### config.mk
export PLATFORM = sky130hd
export DESIGN_NAME = multiplier_16bit_ctrl_flat
export DESIGN_NICKNAME = d
export VERILOG_FILES = /design/src/rtl/multiplier_16bit_ctrl_if.sv /design/src/rtl/multiplier_16bit_ctrl.sv /design/src/flat_wrapper.sv
export SDC_FILE = /design/constraint.sdc
export NUM_CORES = 1
export LEC_CHECK = 0
export BUFFER_PORTS_ARGS = -buffer_cell sky130_fd_sc_hd__buf_4
export CAP_MARGIN = 40
export CORE_MARGIN = 5
export CORE_UTILIZATION = 41
export CTS_CLUSTER_DIAMETER = 30
export CTS_CLUSTER_SIZE = 8
export DETAILED_ROUTE_END_ITERATION = 8
export SLEW_MARGIN = 30
export SYNTH_ARGS = -nofsm -noshare
export SYNTH_HDL_FRONTEND = slang
export SYNTH_SLANG_ARGS = --single-unit
### constraint.sdc
create_clock -name clk -period 5 [get_ports clk]
set_input_delay 0.25 -clock clk [delete_from_list [all_inputs] [get_ports clk]]
set_output_delay 0.25 -clock clk [all_outputs]
set_load 0.03 [all_outputs]
### src/rtl/multiplier_16bit_ctrl_if.sv
// -----------------------------------------------------------------------------
// multiplier_16bit_ctrl_if
//   Handshake and data bundle between the multi-cycle ALU (master) and the
//   shift-add multiplier controller (slave).
//
//   start        master -> slave  request a multiply (honoured in IDLE/DONE)
//   signed_mode  master -> slave  1 = two's-complement operands
//   a            master -> slave  multiplicand
//   b            master -> slave  multiplier
//   flush        master -> slave  cancel an operation in progress
//   busy         slave -> master  high while stepping
//   done         slave -> master  one-cycle pulse when product updates
//   product      slave -> master  result, held until the next completion
// -----------------------------------------------------------------------------
interface multiplier_16bit_ctrl_if #(
  parameter int WIDTH = 16
);
  logic                 start;
  logic                 signed_mode;
  logic [WIDTH-1:0]     a;
  logic [WIDTH-1:0]     b;
  logic                 flush;
  logic                 busy;
  logic                 done;
  logic [2*WIDTH-1:0]   product;

  modport master (
    output start, signed_mode, a, b, flush,
    input  busy, done, product
  );

  modport slave (
    input  start, signed_mode, a, b, flush,
    output busy, done, product
  );
endinterface

### src/rtl/multiplier_16bit_ctrl.sv
// -----------------------------------------------------------------------------
// multiplier_16bit_ctrl
//   Sequential shift-add multiplier, one multiplier bit per clock. Produces a
//   32-bit signed or unsigned product of two 16-bit operands in 16 steps.
//
//   clk    system clock, rising edge
//   rst_n  asynchronous active-low reset
//   bus    slave side of multiplier_16bit_ctrl_if (start/signed_mode/a/b/
//          flush in; busy/done/product out)
//
//   Timing: the edge that samples start enters RUN (busy rises). Steps happen
//   on the following 16 edges; the 16th step writes product and enters DONE,
//   which lasts one cycle (done high). A start seen in DONE restarts at once.
// -----------------------------------------------------------------------------
module multiplier_16bit_ctrl #(
  parameter int WIDTH = 16
) (
  input  logic                    clk,
  input  logic                    rst_n,
  multiplier_16bit_ctrl_if.slave  bus
);

  localparam int CW = $clog2(WIDTH);

  typedef enum logic [1:0] {
    IDLE = 2'd0,
    RUN  = 2'd1,
    DONE = 2'd2
  } state_t;

  state_t             state_reg, state_next;

  logic [WIDTH-1:0]   xr_reg;       // multiplicand
  logic [WIDTH-1:0]   yr_reg;       // multiplier bits out, product bits in
  logic [WIDTH:0]     sk_reg;       // partial sum, one guard bit
  logic [CW-1:0]      cnt_reg;      // step index
  logic               sm_reg;       // signed mode latched with start
  logic [2*WIDTH-1:0] product_reg;

  logic               load;
  logic               step;
  logic               last_step;

  logic [WIDTH:0]     xe;
  logic [WIDTH:0]     addend;
  logic [WIDTH:0]     t;
  logic [WIDTH:0]     sk_next;
  logic [WIDTH-1:0]   yr_next;

  assign last_step = (cnt_reg == CW'(WIDTH - 1));

  // ---------------------------------------------------------------------------
  // Step datapath. The top multiplier bit carries negative weight in signed
  // mode, so the last step subtracts instead of adding.
  // ---------------------------------------------------------------------------
  always_comb begin
    xe      = sm_reg ? {xr_reg[WIDTH-1], xr_reg} : {1'b0, xr_reg};
    addend  = yr_reg[0] ? xe : '0;
    if (sm_reg && last_step) begin
      t = sk_reg - addend;
    end else begin
      t = sk_reg + addend;
    end
    // Unsigned mode keeps t[16] as the carry, shifted into sk[15].
    sk_next = {(sm_reg ? t[WIDTH] : 1'b0), t[WIDTH:1]};
    yr_next = {t[0], yr_reg[WIDTH-1:1]};
  end

  // ---------------------------------------------------------------------------
  // FSM
  // ---------------------------------------------------------------------------
  always_ff @(posedge clk or negedge rst_n) begin
    if (!rst_n) begin
      state_reg <= IDLE;
    end else begin
      state_reg <= state_next;
    end
  end

  always_comb begin
    state_next = state_reg;
    load       = 1'b0;
    step       = 1'b0;
    case (state_reg)
      IDLE: begin
        // flush is meaningless here; start always wins
        if (bus.start) begin
          load       = 1'b1;
          state_next = RUN;
        end
      end
      RUN: begin
        // start is ignored while stepping
        if (bus.flush) begin
          state_next = IDLE;
        end else begin
          step = 1'b1;
          if (last_step) begin
            state_next = DONE;
          end
        end
      end
      DONE: begin
        if (bus.start) begin
          load       = 1'b1;
          state_next = RUN;
        end else begin
          state_next = IDLE;
        end
      end
      default: begin
        state_next = IDLE;
      end
    endcase
  end

  // ---------------------------------------------------------------------------
  // Datapath registers
  // ---------------------------------------------------------------------------
  always_ff @(posedge clk or negedge rst_n) begin
    if (!rst_n) begin
      xr_reg      <= '0;
      yr_reg      <= '0;
      sk_reg      <= '0;
      cnt_reg     <= '0;
      sm_reg      <= 1'b0;
      product_reg <= '0;
    end else if (load) begin
      xr_reg  <= bus.a;
      yr_reg  <= bus.b;
      sk_reg  <= '0;
      cnt_reg <= '0;
      sm_reg  <= bus.signed_mode;
    end else if (step) begin
      sk_reg  <= sk_next;
      yr_reg  <= yr_next;
      cnt_reg <= cnt_reg + 1'b1;
      if (last_step) begin
        product_reg <= {sk_next[WIDTH-1:0], yr_next};
      end
    end
  end

  // busy and done decode mutually exclusive states, so they never overlap.
  assign bus.busy    = (state_reg == RUN);
  assign bus.done    = (state_reg == DONE);
  assign bus.product = product_reg;

endmodule

### src/flat_wrapper.sv
// flat-port wrapper written by rule: the top's interface ports become plain ports
module multiplier_16bit_ctrl_flat 
#(
  parameter int WIDTH = 16
)
  (clk, rst_n, bus_start, bus_signed_mode, bus_a, bus_b, bus_flush, bus_busy, bus_done, bus_product);
  multiplier_16bit_ctrl_if #(.WIDTH(WIDTH)) bus_i ();
  input  logic clk;
  input  logic rst_n;
  input wire logic [$bits(bus_i.start)-1:0] bus_start;
  input wire logic [$bits(bus_i.signed_mode)-1:0] bus_signed_mode;
  input wire logic [$bits(bus_i.a)-1:0] bus_a;
  input wire logic [$bits(bus_i.b)-1:0] bus_b;
  input wire logic [$bits(bus_i.flush)-1:0] bus_flush;
  output wire logic [$bits(bus_i.busy)-1:0] bus_busy;
  output wire logic [$bits(bus_i.done)-1:0] bus_done;
  output wire logic [$bits(bus_i.product)-1:0] bus_product;
  assign bus_i.start = bus_start;
  assign bus_i.signed_mode = bus_signed_mode;
  assign bus_i.a = bus_a;
  assign bus_i.b = bus_b;
  assign bus_i.flush = bus_flush;
  assign bus_busy = bus_i.busy;
  assign bus_done = bus_i.done;
  assign bus_product = bus_i.product;
  multiplier_16bit_ctrl #(.WIDTH(WIDTH)) u_core (.clk(clk), .rst_n(rst_n), .bus(bus_i));
endmodule
### Word-level counts from Yosys, hierarchy flattened

Index checks and enable logic that the tools add are counted.

| storage, ports and cells | value |
|---|---|
| register bits | 88 |
| input port bits | 37 |
| output and inout port bits | 34 |
| logic and storage cells | 41 |

| operators by class | value |
|---|---|
| $add $sub $neg | 3 |
| eq/ne operators | 5 |
| muxes and demuxes | 19 |
| bitwise logic cells | 1 |
| reductions and logical operators | 6 |

Operators by type and width:

| operator | count |
|---|---|
| $mux 17 | 5 |
| $mux 16 | 2 |
| $add 17x17->17 | 1 |
| $sub 17x17->17 | 1 |
| $mux 4 | 2 |
| $mux 1 | 6 |
| $mux 2 | 3 |
| $pmux 2 s3 | 1 |
| $add 4x1->4 const B | 1 |
| $eq 4x4->1 const B | 1 |
| $ne 3x2->1 const B | 1 |
| $reduce_and 3->1 | 1 |
| $eq 2x1->1 const B | 1 |
| $eq 2x2->1 const B | 1 |
| $logic_not 2->1 | 1 |
| $ne 2x2->1 const B | 1 |
| $reduce_and 2->1 | 1 |
| $reduce_bool 2->1 | 1 |
| $reduce_or 2->1 | 1 |
| $logic_and 1x1->1 | 1 |
| $not 1->1 | 1 |

### Depth between registers and ports, before layout

Gate-level depths: netlist of run 1.

| depth | value |
|---|---|
| depth after elaboration | 7 |
| mapped depth | 16 |
| mapped depth without buffers | 14 |

### Least setup slack after synthesis of run 1

No wires, ideal clock.

| timing | value |
|---|---|
| kind | register to register |
| from | register u_core.yr_reg[0] |
| to | register u_core.sk_reg[15] |
| library setup time | 131 ps |
| data arrival time | 3326 ps |
| data required time | 4869 ps |
| setup slack | 1543 ps |
| stages on the path, launching flop included | 17 |
| buffers on the path | 3 |
| period minus slack after synthesis | 3457 ps |
| cell sequence | dfrtp_1 clkbuf_1 clkbuf_1 buf_1 nand2_1 ha_1 a21oi_1 and3_1 nor2_1 o21ai_0 ha_1 a21o_1 a221o_1 a32oi_2 o211ai_2 xor2_1 o21ai_1 |

| between the ends | value |
|---|---|
| word-level cells in the longest chain between the ends | 5 |
| elaborated cells between the ends (all ways) | 6 |
| classes of those cells | add/sub: 2; mux: 4 |

Ends and longest elaborated chain:

| item | RTL line | RTL |
|---|---|---|
| start: declaration | multiplier_16bit_ctrl.sv:34 | `logic [WIDTH-1:0] yr_reg;` |
| start signal: assignment | multiplier_16bit_ctrl.sv:130 | `yr_reg <= bus.b;` |
| start signal: assignment | multiplier_16bit_ctrl.sv:136 | `yr_reg <= yr_next;` |
| $mux 17 (*) | multiplier_16bit_ctrl.sv:58 | `addend = yr_reg[0] ? xe : '0;` |
| $add 17x17->17 / $sub 17x17->17 (equally long branches) | multiplier_16bit_ctrl.sv:62, multiplier_16bit_ctrl.sv:60 |  |
| $mux 17 (*) | multiplier_16bit_ctrl.sv:59 | `if (sm_reg && last_step) begin` |
| $mux 17 (*) | multiplier_16bit_ctrl.sv:134 | `end else if (step) begin` |
| $mux 17 (*) | multiplier_16bit_ctrl.sv:128 | `end else if (load) begin` |
| end signal: assignment | multiplier_16bit_ctrl.sv:135 | `sk_reg <= sk_next;` |
| end: declaration | multiplier_16bit_ctrl.sv:35 | `logic [WIDTH:0] sk_reg;` |

Mark *: on every way between the ends. The rest lies on a longest branch, timed or not. The select of a mux whose other input is x is not followed.
A chain may end at the register's enable or synchronous reset.

### Worst setup path in the final report of run 1

Same ends and word-level chain as after synthesis.

==> impl_metrics.yaml, run 1 <==
timing:
  period_share_pct: 72.9
  rsz0062_at_grt: "no"
  hold_viol_final: 0
  slew_headroom_pct: 47.9
  period_needed_ns: 3.64
  worst_pin_slew_ns: 0.780
  clock_skew_ns: 0.00906
  drv_slew: 0
  max_freq_ghz: 0.274
  setup_viol: 0
  fin_tns_setup_ns: 0
yosys:
  synth-simple-area-share_pct: 24.3
  yosys_register_bits: 88
  yosys_warnings: 0
  ys_seq_area_share_pct: 46.8
  syn_inst: 557
  ys_types: 45
  async_flop_share_pct: 100
  synth.area.mux_share_pct: 0.425
  synth_ff_type: "dfrtp_1"
  synth-xor-area-share_pct: 4.09
  syn_avg_cell_area_sq_um: 8.45
  netlist_area_sq_um: 4710
  syn_nets: 613
  synth_edf_count: 0
  synth_compound_area_share_pct: 16.1
  synthAdderAreaFrac_pct: 5.21
  synth_top_family_by_area: "simple AND/OR/NAND/NOR gates"
die:
  rows: 39
  initial_core_util_pct: 41.6
  die_w_microns: 117
  pin_count: 71
  die_y_microns: 117
  core_area_sq_um: 11300
  die_area_sq_um: 13700
cells_and_area:
  nets: 672
  largest_register_ffs: 32
  final_area_sq_um: 5670
  fill_cells: 1115
  drive_above_1_share_pct: 16.6
  diodes: 0
  syn2layout_area_growth_pct: 20.4
grt:
  grt_pass1_vias: 3936
  antenna_found_initial: 0
  grt_max_degree: 58
  grt_overflow: 0
  grt.total_usage_pct: 18.5
  grt_pass1_wl_mm: 20.0
clock_tree:
  htree_levels: 3
  cts.sinks: 88
  clk_path_buf_depth: 2
  clk_pin_slew_worst_paths_ns: 0.07
  cts_tree: "built"
  cts_root_buf: "clkbuf_16"
  cts_resized: 0
  cts_buffers: 9
  insertion_delay_ns: 0.34
job:
  maxCapViolCount: 0
detailed_routing:
  antenna_left: 0
  drc_errors: 0
  drt_pass1_iterations: 4
  post_drt_wl_per_cell_microns: 15.0
  vias_per_cell: 5.24
  vias: 3995
  first_iter_violations: 273
  routed_wl_mm: 11.5
critical_path:
  path_max_fanout: 27
  cp.required_ns: 5.20
  startpoint_type: "flop"
  criticalPathCategory: "flop to flop"
  end_kind: "flop"
  arrival_ns: 3.85
power:
  pwr_density_cell_nw_per_um2: 503
  p_leak_nw: 2.83
  max-vdd-ir-drop_mv: 0.227
placement:
  port_buffers: 70
  dpl-instance-area_sq_um: 5340
  gp_congestion: 0.927
  hpwl_mm: 8.16
hold_path:
  hold_class: "input port to flop"
outcome:
  outcome: "complete, no violations"
critical path, cell delays in order, from the launching register on:
cell and delay (ns):
dfrtp_1 0.80, nand2_1 0.18, ha_1 0.29, a21oi_1 0.18, nor2_1 0.06, nor2_1 0.09, o21ai_0 0.09, ha_1 0.38
a21o_1 0.21, a221o_1 0.43, a32oi_2 0.27, o211ai_2 0.13, xor2_1 0.27, o21ai_1 0.11
final cells by class:
cell class,instances,area [sq um],area share [%]
sequential,88,2200,38.9
inverter,6,22.5,0.397
clock buffer,10,229,4.04
timing repair buffer,78,608,10.7
clock inverter,5,58.8,1.04
tap,143,179,3.16
multi-input combinational,433,2370,41.8
metrics by stage:
| step | hold slack, ns | std cells | setup WS, ns | power [mW] | utilization [%] |
|---|---|---|---|---|---|
| 2_1_floorplan | -0.0456 | 557 | 1.54 | 1.88 | - |
| 3_5_place_dp | 0.211 | 746 | 1.39 | 2.19 | 47.2 |
| 6_report | 0.0968 | 763 | 1.36 | 2.85 | 50.1 |
| 5_1_grt | 0.0983 | 763 | 1.02 | 3.09 | 50.1 |
| 4_1_cts | 0.0824 | 762 | 1.37 | 2.86 | 49.8 |
| 3_3_place_gp | 0.206 | 746 | 1.52 | 2.17 | 47.2 |
cell usage in the layout (no fill, tap or decap), types with 4 or more instances in the layout:
master     count
a31o_2         4
a21o_1         9
o21ai_0       31
nand2_1      171
dfrtp_1       88
a31oi_1       19
o21a_1         5
o21ai_1        5
nor2_1        40
xor2_1        12
buf_4         76
nor2b_1        7
o31ai_1        6
a21oi_1       21
nand2b_1       5
inv_1          6
xnor2_1       10
ha_1          18
nand3_1       21
nand4_1        4
o211ai_1       4
and3_1         5
clkbuf_16      9
nor3_1         7
final timing paths:
| check | start | endpoint | slack, ns | depth (start not counted) |
|---|---|---|---|---|
| setup / recovery | u_core.yr_reg[0]$_DFFE_PN0P_ | u_core.sk_reg[15]$_DFFE_PN0P_ | 1.36 | 13 |
| max in group asynchronous | rst_n | u_core.sk_reg[12]$_DFFE_PN0P_ | 3.77 | 4 |
| hold reg to reg | u_core.bus.product[11]$_DFFE_PN0P_ | u_core.bus.product[11]$_DFFE_PN0P_ | 0.48 | 2 |
| setup reg to reg | u_core.yr_reg[0]$_DFFE_PN0P_ | u_core.sk_reg[15]$_DFFE_PN0P_ | 1.36 | 13 |
| hold / removal | bus_a[4] | u_core.xr_reg[4]$_DFFE_PN0P_ | 0.1 | 3 |
| min in group asynchronous | rst_n | u_core.yr_reg[11]$_DFFE_PN0P_ | 0.38 | 2 |
report_power, final:
part / switching [mW] / internal (mW)
logic: 0.706 / 0.511
registers: 0.130 / 0.842
clock network: 0.277 / 0.385
cells by family (layout without fill, tap and decap cells):
kind of cell             count (synthesis)  count (layout)
multiplexers                             2               2
buffers and inverters                   36              99
AND/OR/NAND/NOR                        272             272
adder cells (fa/ha/maj)                 19              19
AO/OA/AOI/OAI                          118             118
XOR/XNOR                                22              22
flip-flops                              88              88
Yosys cell counts (all sizes together), types with 2 or more instances:
master / number / share of area (%)
nand2: 171 / 14
o31ai: 6 / 0.96
a32oi: 2 / 0.53
nor2: 40 / 3.2
a21oi: 21 / 2.2
nor4: 2 / 0.27
a31o: 4 / 0.74
nand4: 4 / 0.53
a31oi: 19 / 2.5
o211ai: 6 / 1.2
o21ai: 36 / 3.8
and3: 6 / 0.82
a211oi: 2 / 0.32
nand3: 21 / 2.2
o2111ai: 2 / 0.37
a21o: 9 / 1.4
clkbuf: 21 / 1.7
o21a: 5 / 0.80
nand2b: 6 / 0.80
nor2b: 8 / 1.1
inv: 6 / 0.48
mux2i: 2 / 0.43
xnor2: 10 / 1.9
xor2: 12 / 2.2
ha: 18 / 4.8
buf: 9 / 0.85
and2: 3 / 0.40
nor3: 7 / 0.74
dfrtp: 88 / 47
routing by layer:
layer	up-vias	global-route usage (%)	routed length (microns)
met1	1897	27.3	5840
met4	0	6.35	189
li1	2023	-	-
met5	-	0	0
met3	12	3.19	385
met2	63	27.6	5060
repair_timing:
item	CTS	global route
hold buffers	1	0
endpoints found under the hold margin	31	0
setup buffers	0	0
Power figures use the tool's default switching activity.
==> inputs of run 2 (changes only) <==
- clock period: 5 -> 3.2 ns (I/O delays scaled with it)
==> impl_metrics.yaml, run 2 (same netlist as run 1, synthesis figures left out) <==
placement:
  port_buffers: 70
  gp_congestion: 0.837
  post-place-ws_ns: -0.0428
  placed_cells: 776
  hpwl_mm: 8.82
power:
  pwr_density_cell_nw_per_um2: 805
  max-vdd-ir-drop_mv: 0.385
  finalPower_mw: 4.90
  p_leak_nw: 3.04
grt:
  grt_pass1_vias: 4015
  antenna_found_initial: 0
  grt_max_degree: 50
  grt_overflow: 0
  grt_pass1_wl_mm: 20.4
  grt.total_usage_pct: 19.1
timing:
  fin_tns_setup_ns: 0
  worst_pin_slew_ns: 0.769
  drv_slew: 0
  clock_skew_ns: 0.00979
  hold_viol_final: 0
  slew_headroom_pct: 48.7
  setup_viol: 0
  max_freq_ghz: 0.327
  period_needed_ns: 3.06
  period_share_pct: 95.6
  rsz0062_at_grt: "no"
  fin_ws_ns: 0.139
die:
  initial_core_util_pct: 41.6
  rows: 39
  die_y_microns: 117
  die_area_sq_um: 13700
  core_area_sq_um: 11300
  die_w_microns: 117
  pin_count: 71
cells_and_area:
  drive_above_1_share_pct: 23.7
  stdcell_count: 802
  nets: 710
  largest_register_ffs: 32
  final_util_pct: 53.7
  final_common_cell: "nand2_1"
  diodes: 0
  syn2layout_area_growth_pct: 29.3
  layout_common_cells: "nand2_1, buf_4, dfrtp_1, nor2_1, o21ai_0"
detailed_routing:
  drt_pass1_iterations: 4
  drc_errors: 0
  vias_per_cell: 5.28
  post_drt_wl_per_cell_microns: 15.4
  first_iter_violations: 224
  routed_wl_mm: 12.3
  antenna_left: 0
  vias: 4235
outcome:
  outcome: "complete, no violations"
clock_tree:
  cts_buffers: 9
  clk_path_buf_depth: 2
  htree_levels: 3
  cts_root_buf: "clkbuf_16"
  cts.sinks: 88
  clk_pin_slew_worst_paths_ns: 0.06
  cts_tree: "built"
  insertion_delay_ns: 0.35
critical_path:
  cp.required_ns: 3.42
  startpoint_type: "flop"
  arrival_ns: 3.28
  path_max_fanout: 6
  rrSetupSlack_ns: 0.14
  end_kind: "flop"
  criticalPathCategory: "flop to flop"
hold_path:
  hold_class: "input port to flop"
job:
  maxCapViolCount: 0
==> run 2: cell count changes in the layout (fill, tap and decap cells not counted), sizes merged <==
cell / before / now
dlygate4sd3: 1 / 6
clkinv: 2 / 3
inv: 6 / 8
clkinvlp: 2 / 0
buf: 77 / 110
==> run 2: critical path, cell delays in order, from the launching register on <==
cell	delay, ns
dfrtp_1	0.35
ha_2	0.18
buf_4	0.10
nand4_1	0.26
buf_4	0.26
o211ai_1	0.14
xnor2_1	0.17
ha_1	0.39
and4_1	0.23
buf_4	0.13
o211ai_2	0.12
a31o_2	0.28
o2111ai_1	0.22
nand3_1	0.10
==> run 2: power breakdown <==
group	total [mW]	internal [mW]	leakage (nW)	switching, mW
Combinational	2.32	1.06	1.74	1.26
Clock	1.08	0.630	0.153	0.450
Sequential	1.50	1.32	1.14	0.184
==> run 2: timing repair <==
item,in CTS,in global routing
gates resized for setup,1,25
setup endpoints to repair,2,20
pin swaps,0,7
hold buffers,6,0
endpoints found under the hold margin,34,0
gates cloned,0,0
setup buffers,0,4
==> run 2: final cells by class <==
class	instances	area, sq um
fill	1089	5240
timing repair buffer	116	910
inverter	6	22.5
clock buffer	10	239
sequential	88	2200
multi-input combinational	433	2460
clock inverter	6	66.3
tap	143	179
==> run 2: stage by stage <==
stage,hold WS (ns),cell area (sq um)
finish,0.0121,6080
global route,0.00672,6080
CTS,0.000542,5950
detailed placement,0.127,5590
global placement,0.352,5560
floorplan,-0.136,4710
==> run 2: routing by layer <==
layer | global-route usage, % | wire length, microns
met1 | 27.2 | 5750
met2 | 29.2 | 5780
met3 | 3.70 | 617
met4 | 6.73 | 189
met5 | 0 | 0
==> run 2: path summary, 6_finish.rpt <==
check / startpoint / endpoint / depth (start not counted)
min in group asynchronous: rst_n / u_core.sk_reg[10]$_DFFE_PN0P_ / 2
worst max register to register: u_core.cnt_reg[1]$_DFFE_PN0P_ / u_core.bus.product[30]$_DFFE_PN0P_ / 13
worst max-delay path: u_core.cnt_reg[1]$_DFFE_PN0P_ / u_core.bus.product[30]$_DFFE_PN0P_ / 13
max in group asynchronous: rst_n / u_core.xr_reg[14]$_DFFE_PN0P_ / 4
worst min register to register: u_core.bus.product[4]$_DFFE_PN0P_ / u_core.bus.product[4]$_DFFE_PN0P_ / 2
worst min-delay path: bus_a[8] / u_core.xr_reg[8]$_DFFE_PN0P_ / 3
==> inputs of run 3 (changes only) <==
- ABC_CLOCK_PERIOD_IN_PS: unset -> 3200
- CELL_PAD_IN_SITES_DETAIL_PLACEMENT: unset -> 1
- CELL_PAD_IN_SITES_GLOBAL_PLACEMENT: unset -> 2
- CORE_UTILIZATION: 41 -> 31
- PLACE_DENSITY_LB_ADDON: unset -> 0.1
==> impl_metrics.yaml, run 3 (same netlist as run 1, synthesis figures left out) <==
outcome:
  outcome: "complete, no violations"
placement:
  placed_cells: 822
  port_buffers: 70
  hpwl_mm: 10.1
  post-place-ws_ns: -0.0544
  gp_congestion: 0.839
cells_and_area:
  largest_register_ffs: 32
  stdcell_count: 855
  layout_common_cells: "nand2_1, buf_4, dfrtp_1, nor2_1, o21ai_0"
  drive_above_1_share_pct: 22.5
  nets: 718
  final_common_cell: "nand2_1"
  syn2layout_area_growth_pct: 31.1
  final_util_pct: 41.0
  diodes: 0
detailed_routing:
  routed_wl_mm: 13.6
  post_drt_wl_per_cell_microns: 15.9
  first_iter_violations: 254
  drc_errors: 0
  drt_pass1_iterations: 4
  vias: 4279
  vias_per_cell: 5.00
  antenna_left: 0
clock_tree:
  insertion_delay_ns: 0.35
  cts.sinks: 88
  cts_buffers: 9
  htree_levels: 3
  clk_path_buf_depth: 2
  clk_pin_slew_worst_paths_ns: 0.06
  cts_root_buf: "clkbuf_16"
  cts_tree: "built"
timing:
  rsz0062_at_grt: "yes"
  worst_pin_slew_ns: 0.509
  slew_headroom_pct: 66.0
  period_share_pct: 96.4
  hold_ws_ns: 0.0259
  fin_ws_ns: 0.114
  period_needed_ns: 3.09
  setup_viol: 0
  hold_viol_final: 0
  clock_skew_ns: 0.00757
  drv_slew: 0
  max_freq_ghz: 0.324
power:
  p_leak_nw: 3.06
  max-vdd-ir-drop_mv: 0.289
  pwr_density_cell_nw_per_um2: 798
  finalPower_mw: 4.92
die:
  pin_count: 71
  rows: 45
  initial_core_util_pct: 31.3
  core_area_sq_um: 15000
  die_w_microns: 133
  die_area_sq_um: 17700
  die_y_microns: 133
critical_path:
  criticalPathCategory: "flop to flop"
  end_kind: "flop"
  crit_slowest_cell: "a221o_1"
  crit_chain: "ha_2, and3_4, and2_4, a21oi_2, and3_1, nor2_1, o21ai_1, ha_1, a21o_1, a221o_1, a32oi_2, o211ai_2, xor2_2, o21ai_1"
  max_stage_delay_ns: 0.42
  crit_path_frequent_cell: "o21ai_1"
  arrival_ns: 3.30
  startpoint_type: "flop"
  path_max_fanout: 4
  cp.required_ns: 3.41
grt:
  grt_pass1_vias: 4561
  antenna_found_initial: 0
  grt.total_usage_pct: 16.0
  grt_pass1_wl_mm: 23.1
  grt_overflow: 0
  grt_max_degree: 50
hold_path:
  hold_class: "input port to flop"
job:
  maxCapViolCount: 0
[run 3: per-stage QoR]
stage / TNS [ns] / area, sq um
finish: 0 / 6170
floorplan: 0 / 4710
CTS: 0 / 6110
detailed placement: -0.125 / 5640
global route: -0.361 / 6170
global placement: 0 / 5630
[run 3: repair_timing]
action / 4_1_cts / 5_1_grt
buffers inserted: 1 / 1
hold buffers: 14 / 0
endpoints found under the setup margin: 10 / 19
hold endpoints to repair: 26 / 0
resized for setup: 7 / 10
pin swaps: 7 / 12
[run 3: critical path: cells and delay by family (launching register included)]
| kind | cells | cell delay, ns |
|---|---|---|
| flops | 1 | 0.36 |
| simple gates | 4 | 0.60 |
| xor+xnor | 1 | 0.19 |
| compound gates | 7 | 1.26 |
| fa+ha+maj | 2 | 0.53 |
[run 3: routing by layer]
metal	global-route usage (%)	part of all wire [%]	up-vias
li1	-	-	2106
met1	22.7	51	2098
met2	24.8	45	57
met3	2.57	2.7	18
met4	5.94	1.7	0
met5	0	0	-
[run 3: area by class of cell]
class / count / area [sq um]
clock inverters: 5 / 56.3
well taps: 188 / 235
repair buffers: 124 / 981
clock buffers: 11 / 243
fillers: 1794 / 8860
flip-flops and latches: 88 / 2200
inverters: 6 / 22.5
multi-input cells: 433 / 2430
[run 3: final timing paths]
check | start | end | slack [ns] | cells past startpoint
setup / recovery | u_core.cnt_reg[1]$_DFFE_PN0P_ | u_core.sk_reg[15]$_DFFE_PN0P_ | 0.11 | 14
hold / removal | bus_a[1] | u_core.xr_reg[1]$_DFFE_PN0P_ | 0.03 | 3
setup reg to reg | u_core.cnt_reg[1]$_DFFE_PN0P_ | u_core.sk_reg[15]$_DFFE_PN0P_ | 0.11 | 14
hold reg to reg | u_core.bus.product[1]$_DFFE_PN0P_ | u_core.bus.product[1]$_DFFE_PN0P_ | 0.47 | 2
max in group asynchronous | rst_n | u_core.xr_reg[14]$_DFFE_PN0P_ | 2.22 | 3
min in group asynchronous | rst_n | u_core.bus.product[9]$_DFFE_PN0P_ | 0.21 | 2
[run 3: power breakdown]
part / switching [mW] / internal (mW)
Combinational: 1.31 / 1.04
Sequential: 0.181 / 1.32
Clock: 0.448 / 0.625
